==> src/rtl/pipeline_ctrl_if.sv <==
// Hazard-request / pipeline-strobe bundle for pipeline_ctrl.
// master: the requesting side (hazard detector, EX/MEM units, bench).
// slave:  the sequencer itself.
interface pipeline_ctrl_if #(
  parameter int unsigned CNT_W = 32
);
  // Hazard and resource requests
  logic             load_use_stall;
  logic             branch_taken;
  logic             muldiv_start;
  logic             imem_wait;
  logic             dmem_wait;

  // Pipeline register strobes
  logic             pc_en;
  logic             if_id_en;
  logic             if_id_flush;
  logic             id_ex_en;
  logic             id_ex_flush;
  logic             ex_mem_en;
  logic             ex_mem_flush;
  logic             mem_wb_en;

  // MUL/DIV status
  logic             muldiv_busy;
  logic             muldiv_done;

  // Performance counters
  logic [CNT_W-1:0] perf_stall_cnt;
  logic [CNT_W-1:0] perf_flush_cnt;

  modport master (
    output load_use_stall, branch_taken, muldiv_start, imem_wait, dmem_wait,
    input  pc_en, if_id_en, if_id_flush, id_ex_en, id_ex_flush, ex_mem_en, ex_mem_flush,
    input  mem_wb_en, muldiv_busy, muldiv_done, perf_stall_cnt, perf_flush_cnt
  );

  modport slave (
    input  load_use_stall, branch_taken, muldiv_start, imem_wait, dmem_wait,
    output pc_en, if_id_en, if_id_flush, id_ex_en, id_ex_flush, ex_mem_en, ex_mem_flush,
    output mem_wb_en, muldiv_busy, muldiv_done, perf_stall_cnt, perf_flush_cnt
  );
endinterface

==> src/rtl/pipeline_ctrl.sv <==
// Central stall/flush sequencer for the 5-stage pipeline (IF, ID, EX, MEM, WB).
// Merges hazard requests into per-register enable/flush strobes and owns the
// MUL/DIV occupancy FSM. Priority: dmem_wait > MUL/DIV > branch > load-use > imem_wait.
// Optional feature macro: PIPELINE_CTRL_PERF_EN enables the saturating stall/flush
// performance counters; when undefined both perf ports read 0.
module pipeline_ctrl #(
  parameter int unsigned MULDIV_LAT = 4,
  parameter int unsigned CNT_W      = 32
) (
  input  logic           clk,
  input  logic           rst_n,
  pipeline_ctrl_if.slave bus
);

  // Counter only has to hold MULDIV_LAT-2, the remaining stall cycles after entry.
  localparam int unsigned CntW    = (MULDIV_LAT > 2) ? $clog2(MULDIV_LAT - 1) : 1;
  localparam int unsigned LoadVal = (MULDIV_LAT > 1) ? (MULDIV_LAT - 2) : 0;
  localparam bit          SingleCycle = (MULDIV_LAT == 1);

  localparam logic [0:0] StRun    = 1'b0;
  localparam logic [0:0] StMuldiv = 1'b1;

  if (MULDIV_LAT < 1) begin : g_bad_lat
    $error("MULDIV_LAT must be at least 1");
  end

  logic [0:0]      state_q, state_d;
  logic [CntW-1:0] cnt_q, cnt_d;

  logic muldiv_active;
  logic muldiv_done;
  logic branch_accept;

  logic pc_en, if_id_en, if_id_flush, id_ex_en, id_ex_flush;
  logic ex_mem_en, ex_mem_flush, mem_wb_en;

  // EX is owned by a MUL/DIV op while in MULDIV or on its first cycle in RUN.
  assign muldiv_active = (state_q == StMuldiv) || bus.muldiv_start;

  // Result latches into EX/MEM on the last unstalled EX cycle of the op.
  assign muldiv_done = rst_n && !bus.dmem_wait &&
                       (((state_q == StMuldiv) && (cnt_q == '0)) ||
                        ((state_q == StRun) && bus.muldiv_start && SingleCycle));

  // A branch is honoured only in RUN with no memory stall and no MUL/DIV in EX.
  assign branch_accept = rst_n && !bus.dmem_wait && !muldiv_active && bus.branch_taken;

  // Strobe generation: combinational so requests take effect in the same cycle.
  always_comb begin
    pc_en        = 1'b1;
    if_id_en     = 1'b1;
    if_id_flush  = 1'b0;
    id_ex_en     = 1'b1;
    id_ex_flush  = 1'b0;
    ex_mem_en    = 1'b1;
    ex_mem_flush = 1'b0;
    mem_wb_en    = 1'b1;

    if (!rst_n) begin
      pc_en     = 1'b0;
      if_id_en  = 1'b0;
      id_ex_en  = 1'b0;
      ex_mem_en = 1'b0;
      mem_wb_en = 1'b0;
    end else if (bus.dmem_wait) begin
      // Whole pipe freezes; nothing may be flushed while MEM is stuck.
      pc_en     = 1'b0;
      if_id_en  = 1'b0;
      id_ex_en  = 1'b0;
      ex_mem_en = 1'b0;
      mem_wb_en = 1'b0;
    end else if (muldiv_active) begin
      if (!muldiv_done) begin
        // Hold the front end; EX/MEM takes bubbles until the result is ready.
        pc_en        = 1'b0;
        if_id_en     = 1'b0;
        id_ex_en     = 1'b0;
        ex_mem_flush = 1'b1;
      end
    end else if (bus.branch_taken) begin
      if_id_flush = 1'b1;
      id_ex_flush = 1'b1;
    end else if (bus.load_use_stall) begin
      pc_en       = 1'b0;
      if_id_en    = 1'b0;
      id_ex_flush = 1'b1;
    end else if (bus.imem_wait) begin
      pc_en       = 1'b0;
      if_id_flush = 1'b1;
    end
  end

  // FSM next-state: counts down the MUL/DIV occupancy, frozen by dmem_wait.
  always_comb begin
    state_d = state_q;
    cnt_d   = cnt_q;
    if (!bus.dmem_wait) begin
      unique case (state_q)
        StRun: begin
          if (bus.muldiv_start && !SingleCycle) begin
            state_d = StMuldiv;
            cnt_d   = CntW'(LoadVal);
          end
        end
        StMuldiv: begin
          if (cnt_q == '0) begin
            state_d = StRun;
          end else begin
            cnt_d = cnt_q - 1'b1;
          end
        end
        default: begin
          state_d = StRun;
          cnt_d   = '0;
        end
      endcase
    end
  end

  // FSM state register; async reset aborts any op in flight.
  always_ff @(posedge clk or negedge rst_n) begin
    if (!rst_n) begin
      state_q <= StRun;
      cnt_q   <= '0;
    end else begin
      state_q <= state_d;
      cnt_q   <= cnt_d;
    end
  end

`ifdef PIPELINE_CTRL_PERF_EN
  logic [CNT_W-1:0] stall_cnt_q;
  logic [CNT_W-1:0] flush_cnt_q;

  // Saturating counters: stall cycles (pc_en low) and accepted branch flushes.
  always_ff @(posedge clk or negedge rst_n) begin
    if (!rst_n) begin
      stall_cnt_q <= '0;
      flush_cnt_q <= '0;
    end else begin
      if (!pc_en && (stall_cnt_q != '1)) begin
        stall_cnt_q <= stall_cnt_q + 1'b1;
      end
      if (branch_accept && (flush_cnt_q != '1)) begin
        flush_cnt_q <= flush_cnt_q + 1'b1;
      end
    end
  end

  assign bus.perf_stall_cnt = stall_cnt_q;
  assign bus.perf_flush_cnt = flush_cnt_q;
`else
  logic unused_perf;
  assign unused_perf        = branch_accept;
  assign bus.perf_stall_cnt = {CNT_W{1'b0}};
  assign bus.perf_flush_cnt = {CNT_W{1'b0}};
`endif

  assign bus.pc_en        = pc_en;
  assign bus.if_id_en     = if_id_en;
  assign bus.if_id_flush  = if_id_flush;
  assign bus.id_ex_en     = id_ex_en;
  assign bus.id_ex_flush  = id_ex_flush;
  assign bus.ex_mem_en    = ex_mem_en;
  assign bus.ex_mem_flush = ex_mem_flush;
  assign bus.mem_wb_en    = mem_wb_en;
  assign bus.muldiv_busy  = rst_n && (state_q == StMuldiv);
  assign bus.muldiv_done  = muldiv_done;

endmodule
==> src/flat_wrapper.sv <==
// flat-port wrapper written by rule: the top's interface ports become plain ports
module pipeline_ctrl_flat 
#(
  parameter int unsigned MULDIV_LAT = 4,
  parameter int unsigned CNT_W      = 32
)
  (clk, rst_n, bus_load_use_stall, bus_branch_taken, bus_muldiv_start, bus_imem_wait, bus_dmem_wait, bus_pc_en, bus_if_id_en, bus_if_id_flush, bus_id_ex_en, bus_id_ex_flush, bus_ex_mem_en, bus_ex_mem_flush, bus_mem_wb_en, bus_muldiv_busy, bus_muldiv_done, bus_perf_stall_cnt, bus_perf_flush_cnt);
  pipeline_ctrl_if #(.CNT_W(CNT_W)) bus_i ();
  input  logic clk;
  input  logic rst_n;
  input wire logic [$bits(bus_i.load_use_stall)-1:0] bus_load_use_stall;
  input wire logic [$bits(bus_i.branch_taken)-1:0] bus_branch_taken;
  input wire logic [$bits(bus_i.muldiv_start)-1:0] bus_muldiv_start;
  input wire logic [$bits(bus_i.imem_wait)-1:0] bus_imem_wait;
  input wire logic [$bits(bus_i.dmem_wait)-1:0] bus_dmem_wait;
  output wire logic [$bits(bus_i.pc_en)-1:0] bus_pc_en;
  output wire logic [$bits(bus_i.if_id_en)-1:0] bus_if_id_en;
  output wire logic [$bits(bus_i.if_id_flush)-1:0] bus_if_id_flush;
  output wire logic [$bits(bus_i.id_ex_en)-1:0] bus_id_ex_en;
  output wire logic [$bits(bus_i.id_ex_flush)-1:0] bus_id_ex_flush;
  output wire logic [$bits(bus_i.ex_mem_en)-1:0] bus_ex_mem_en;
  output wire logic [$bits(bus_i.ex_mem_flush)-1:0] bus_ex_mem_flush;
  output wire logic [$bits(bus_i.mem_wb_en)-1:0] bus_mem_wb_en;
  output wire logic [$bits(bus_i.muldiv_busy)-1:0] bus_muldiv_busy;
  output wire logic [$bits(bus_i.muldiv_done)-1:0] bus_muldiv_done;
  output wire logic [$bits(bus_i.perf_stall_cnt)-1:0] bus_perf_stall_cnt;
  output wire logic [$bits(bus_i.perf_flush_cnt)-1:0] bus_perf_flush_cnt;
  assign bus_i.load_use_stall = bus_load_use_stall;
  assign bus_i.branch_taken = bus_branch_taken;
  assign bus_i.muldiv_start = bus_muldiv_start;
  assign bus_i.imem_wait = bus_imem_wait;
  assign bus_i.dmem_wait = bus_dmem_wait;
  assign bus_pc_en = bus_i.pc_en;
  assign bus_if_id_en = bus_i.if_id_en;
  assign bus_if_id_flush = bus_i.if_id_flush;
  assign bus_id_ex_en = bus_i.id_ex_en;
  assign bus_id_ex_flush = bus_i.id_ex_flush;
  assign bus_ex_mem_en = bus_i.ex_mem_en;
  assign bus_ex_mem_flush = bus_i.ex_mem_flush;
  assign bus_mem_wb_en = bus_i.mem_wb_en;
  assign bus_muldiv_busy = bus_i.muldiv_busy;
  assign bus_muldiv_done = bus_i.muldiv_done;
  assign bus_perf_stall_cnt = bus_i.perf_stall_cnt;
  assign bus_perf_flush_cnt = bus_i.perf_flush_cnt;
  pipeline_ctrl #(.MULDIV_LAT(MULDIV_LAT), .CNT_W(CNT_W)) u_core (.clk(clk), .rst_n(rst_n), .bus(bus_i));
endmodule
==> config.mk <==
export PLATFORM = sky130hd
export DESIGN_NAME = pipeline_ctrl_flat
export DESIGN_NICKNAME = d
export VERILOG_FILES = /design/src/rtl/pipeline_ctrl_if.sv /design/src/rtl/pipeline_ctrl.sv /design/src/flat_wrapper.sv
export SDC_FILE = /design/constraint.sdc
export NUM_CORES = 1
export LEC_CHECK = 0
export ABC_AREA = 0
export CORE_MARGIN = 3
export CORE_UTILIZATION = 32
export DETAILED_ROUTE_END_ITERATION = 8
export GPL_ROUTABILITY_DRIVEN = 0
export HOLD_SLACK_MARGIN = 0.06
export PLACE_DENSITY = 0.87
export SETUP_SLACK_MARGIN = 0.4
export SYNTH_ARGS = -nofsm -noshare
export SYNTH_HDL_FRONTEND = slang
export SYNTH_SLANG_ARGS = --single-unit
==> constraint.sdc <==
create_clock -name clk -period 3.2 [get_ports clk]
set_clock_uncertainty 0.05 [all_clocks]
set_input_delay 0.64 -clock clk [delete_from_list [all_inputs] [get_ports clk]]
set_output_delay 0.64 -clock clk [all_outputs]
set_load 0.1 [all_outputs]
**After elaboration in Yosys (flattened, before gate mapping)**

Cells that the tools add are included.

- Mux-type cells: 38
- Bitwise logic cells: 2
- $add $sub $neg: 1
- Equal/unequal tests: 2
- Reduce and logical (&&, ||, !) cells: 8

Operators by type and width:

| operator | number |
|---|---|
| two-way mux 1 bit | 34 |
| logical AND 1 bit | 4 |
| two-way mux 2 bit | 2 |
| inequality test 2 bit, second input constant | 2 |
| one-hot mux 2 bit (2 select lines) | 1 |
| AND reduction 3 bit | 1 |
| zero test 2 bit | 1 |
| NOT 1 bit | 2 |
| one-hot mux 1 bit (2 select lines) | 1 |
| subtractor 2 x 1 -> 2 bit, second input constant | 1 |
| zero test 1 bit | 1 |
| logical OR 1 bit | 1 |

- Output and inout port bits: 74
- Input port bits: 7
- Logic and storage cells: 53
- Register bits: 3

**Depth between registers and ports, before layout**

- Word-level depth: 7
- Gate-level depth with buffers: 4
- Depth with buffers taken out: 4

**Least setup slack after synthesis**

No wires, ideal clock.

- Kind: input to output
- From: input bus_dmem_wait
- To: output bus_id_ex_flush
- Stages: 2
- Required time: 2.510 ns
- Slack: -1.233 ns
- Buffers on the path: 0
- Arrival: 3.743 ns
- Cells stage by stage: nand2b_2 -> nor4_1

- Cells in the longest elaborated chain, start to end: 2

RTL lines:

| what | RTL line | text |
|---|---|---|
| from (decl) | flat_wrapper.sv:15 | `input wire logic [$bits(bus_i.dmem_wait)-1:0] bus_dmem_wait;` |
| two-way mux 1 bit | pipeline_ctrl.sv:65 | `end else if (bus.dmem_wait) begin` |
| two-way mux 1 bit | pipeline_ctrl.sv:59 | `if (!rst_n) begin` |
| to (decl) | flat_wrapper.sv:20 | `output wire logic [$bits(bus_i.id_ex_flush)-1:0] bus_id_ex_flush;` |

No other way between the ends.

**Final worst setup path**

- From: input bus_load_use_stall
- To: output bus_pc_en

- Cells in the longest elaborated chain, start to end: 5

RTL lines:

| what | RTL line | text |
|---|---|---|
| from (decl) | flat_wrapper.sv:11 | `input wire logic [$bits(bus_i.load_use_stall)-1:0] bus_load_use_stall;` |
| two-way mux 1 bit | pipeline_ctrl.sv:83 | `end else if (bus.load_use_stall) begin` |
| two-way mux 1 bit | pipeline_ctrl.sv:80 | `end else if (bus.branch_taken) begin` |
| two-way mux 1 bit | pipeline_ctrl.sv:72 | `end else if (muldiv_active) begin` |
| two-way mux 1 bit | pipeline_ctrl.sv:65 |  |
| two-way mux 1 bit | pipeline_ctrl.sv:59 |  |
| to (decl) | flat_wrapper.sv:16 | `output wire logic [$bits(bus_i.pc_en)-1:0] bus_pc_en;` |

No other way between the ends.

==> metrics.md <==
| Metric | Value |
|---|---|
| Flops & latches, synth | 3 |
| Post-synthesis async set-or-reset flop share | 1.00 |
| Fillcell total | 238 |
| Clock transition at the registers of the reported paths | 40 ps |
| Via count | 500 |
| IO buf count | 16 |
| Power per Cell Area | 896 nW/µm² |
| Post-route DRC | 0 |
| Final Cell Area | 936 µm² |
| Die W | 56.1 µm |
| Placed Instances | 142 |
| Maximum fanout along the worst path | 4 |
| Hold WS | 480 ps |
| Critical setup path kind | in2out |
| CTS root buf | clkbuf_4 |
| Placeable Area | 2300 µm² |
| Cell variety after synth | 24 |
| H-tree lvl count | 1 |
| Fmax | 364 MHz |
| Tcrit/Tclk final | 0.858 |
| Crit path arrival time | 2060 ps |
| Routed len/inst | 8.99 µm |
| HP Class | reg2reg |
| Syn avg cell area | 8.02 µm² |
| CP Capture Type | output pin |
| DR vias/cell | 3.42 |
| RSZ-0062 raised after global routing | false |
| Die height | 56.1 µm |
| Post-CTS Setup Bufs | 0 |
| Final Total Pwr | 838 µW |
| All-layer global routing usage | 0.0682 |
| Worst-case clock buffer depth | 2 |
| Final TNS setup | 0 ps |
| Fin. Hold Viols | 0 |
| Drt total wl | 1310 µm |
| Initial antenna violation count | 0 |
| Clk sinks | 3 |
| Most frequent cells in the layout | 64 x conb_1, 10 x buf_12, 5 x clkdlybuf4s50_1, 4 x inv_1 |
| Commonest non-fill, non-tap cell in the layout | conb_1 |
| GRT overflow | 0 |
| Post-route ant nets | 0 |
| YS warnings | 0 |
| Total CTS buffers | 3 |
| Initial core utilization | 0.349 |
| Outcome | complete, no violations |
| 1st-pass router iterations | 2 |
| Vias in the first global route | 378 |
| Post-synth top flop | dfrtp_1 |
| DR iter-0 viols | 2 |
| Pin count of the biggest net entering global routing | 14 |
| Die footprint | 3140 µm² |
| Tmin final | 2750 ps |
| Nets | 127 |
| Max-cap viol count | 0 |
| Number of I/O pins | 81 |
| Mapped Cells | 100 |
| Synthesized cell area | 802 µm² |
| Worst path required time | 2510 ps |
| Row cnt | 17 |
| Seq/Total Area, Yosys | 0.0936 |
| Max Slew Vio Count | 0 |
| Global-route wire length before repair | 1660 µm |
| Hold Buf Count CTS | 0 |
| Post-synth EDFFs | 0 |
| Startpoint types | input port |
| Maximum vdd drop | 386 µV |
| Skew-Pair Late Insertion Delay | 230 ps |
| Synth-to-Final Area Change | 16.7% |
| CTS tree | done |
| Final setup violation count | 0 |
| DP HPWL | 1090 µm |
| Antenna fix cells | 0 |
| Static leakage | 0.494 nW |
| Fin cells | 146 |
| Share of cells above drive strength 1 | 0.203 |
| DP Area | 860 µm² |
-- worst max-delay path: stages --
cell and delay (ps):
clkdlybuf4s50_1 490, or2_1 290, a2111oi_4 410, buf_12 220
-- worst paths after layout --
check	slack, ps	from	cells past startpoint	end
max reg2reg	1730	u_core.cnt_q[0]	4	u_core.cnt_q[1]
min in group asynchronous	720	rst_n	2	u_core.cnt_q[0]
min reg2reg	480	u_core.cnt_q[0]	1	u_core.cnt_q[0]
min	480	u_core.cnt_q[0]	1	u_core.cnt_q[0]
max	450	bus_load_use_stall	4	bus_pc_en
max in group asynchronous	2280	rst_n	2	u_core.state_q
-- metrics by stage --
| stage | worst slack [ps] | util |
|---|---|---|
| finish | 453 | 0.407 |
| floorplan | -339 | - |
| CTS | 357 | 0.386 |
| global placement | 400 | 0.374 |
| detailed placement | 357 | 0.374 |
| global route | 407 | 0.407 |
-- report_power, final --
group | switching [mW] | internal, mW
combinational | 0.543 | 0.140
clock | 0.0201 | 0.0468
sequential | 0.0320 | 0.0566
-- cell usage after synthesis, types with 2 or more instances --
library cell | instances | area [µm²]
and2b_1 | 2 | 15.0
buf_4 | 66 | 495
and3_1 | 2 | 12.5
dfrtp_1 | 3 | 75.1
nor3_1 | 2 | 10.0
nor2_1 | 2 | 7.51
inv_1 | 4 | 15.0
a2111oi_2 | 3 | 45.0
-- logic make-up after synthesis --
logic type      share of synthesized area
compound gates                      0.108
fa+ha+maj                          0.0156
buf+inv                             0.637
flops                              0.0936
other cells                       0.00468
simple gates                        0.142
-- final cells by class --
| class | instances | area (µm²) | area share |
|---|---|---|---|
| Multi-Input combinational cell | 90 | 514 | 0.549 |
| Timing Repair Buffer | 17 | 270 | 0.289 |
| Sequential cell | 3 | 75.1 | 0.0802 |
| Tap cell | 28 | 35.0 | 0.0374 |
| Clock buffer | 4 | 26.3 | 0.0281 |
| Inverter | 4 | 15.0 | 0.0160 |
-- flip-flops by register name (all words and copies together), names as in the netlist --
name            flops
u_core.state_q      1
u_core.cnt_q        2
-- per-layer routing --
layer | track usage | routed length, µm
met1 | 0.0630 | 359
met3 | 0.0534 | 244
met2 | 0.115 | 708
met5 | 0 | 0
met4 | 0.0203 | 0
-- repair_timing --
action | CTS | global route
pin swaps | 1 | 0
gates resized for setup | 0 | 6
cloned | 0 | 0
endpoints found under the setup margin | 3 | 5
endpoints found under the hold margin | 0 | 0
(Power assumes the default switching activity.)
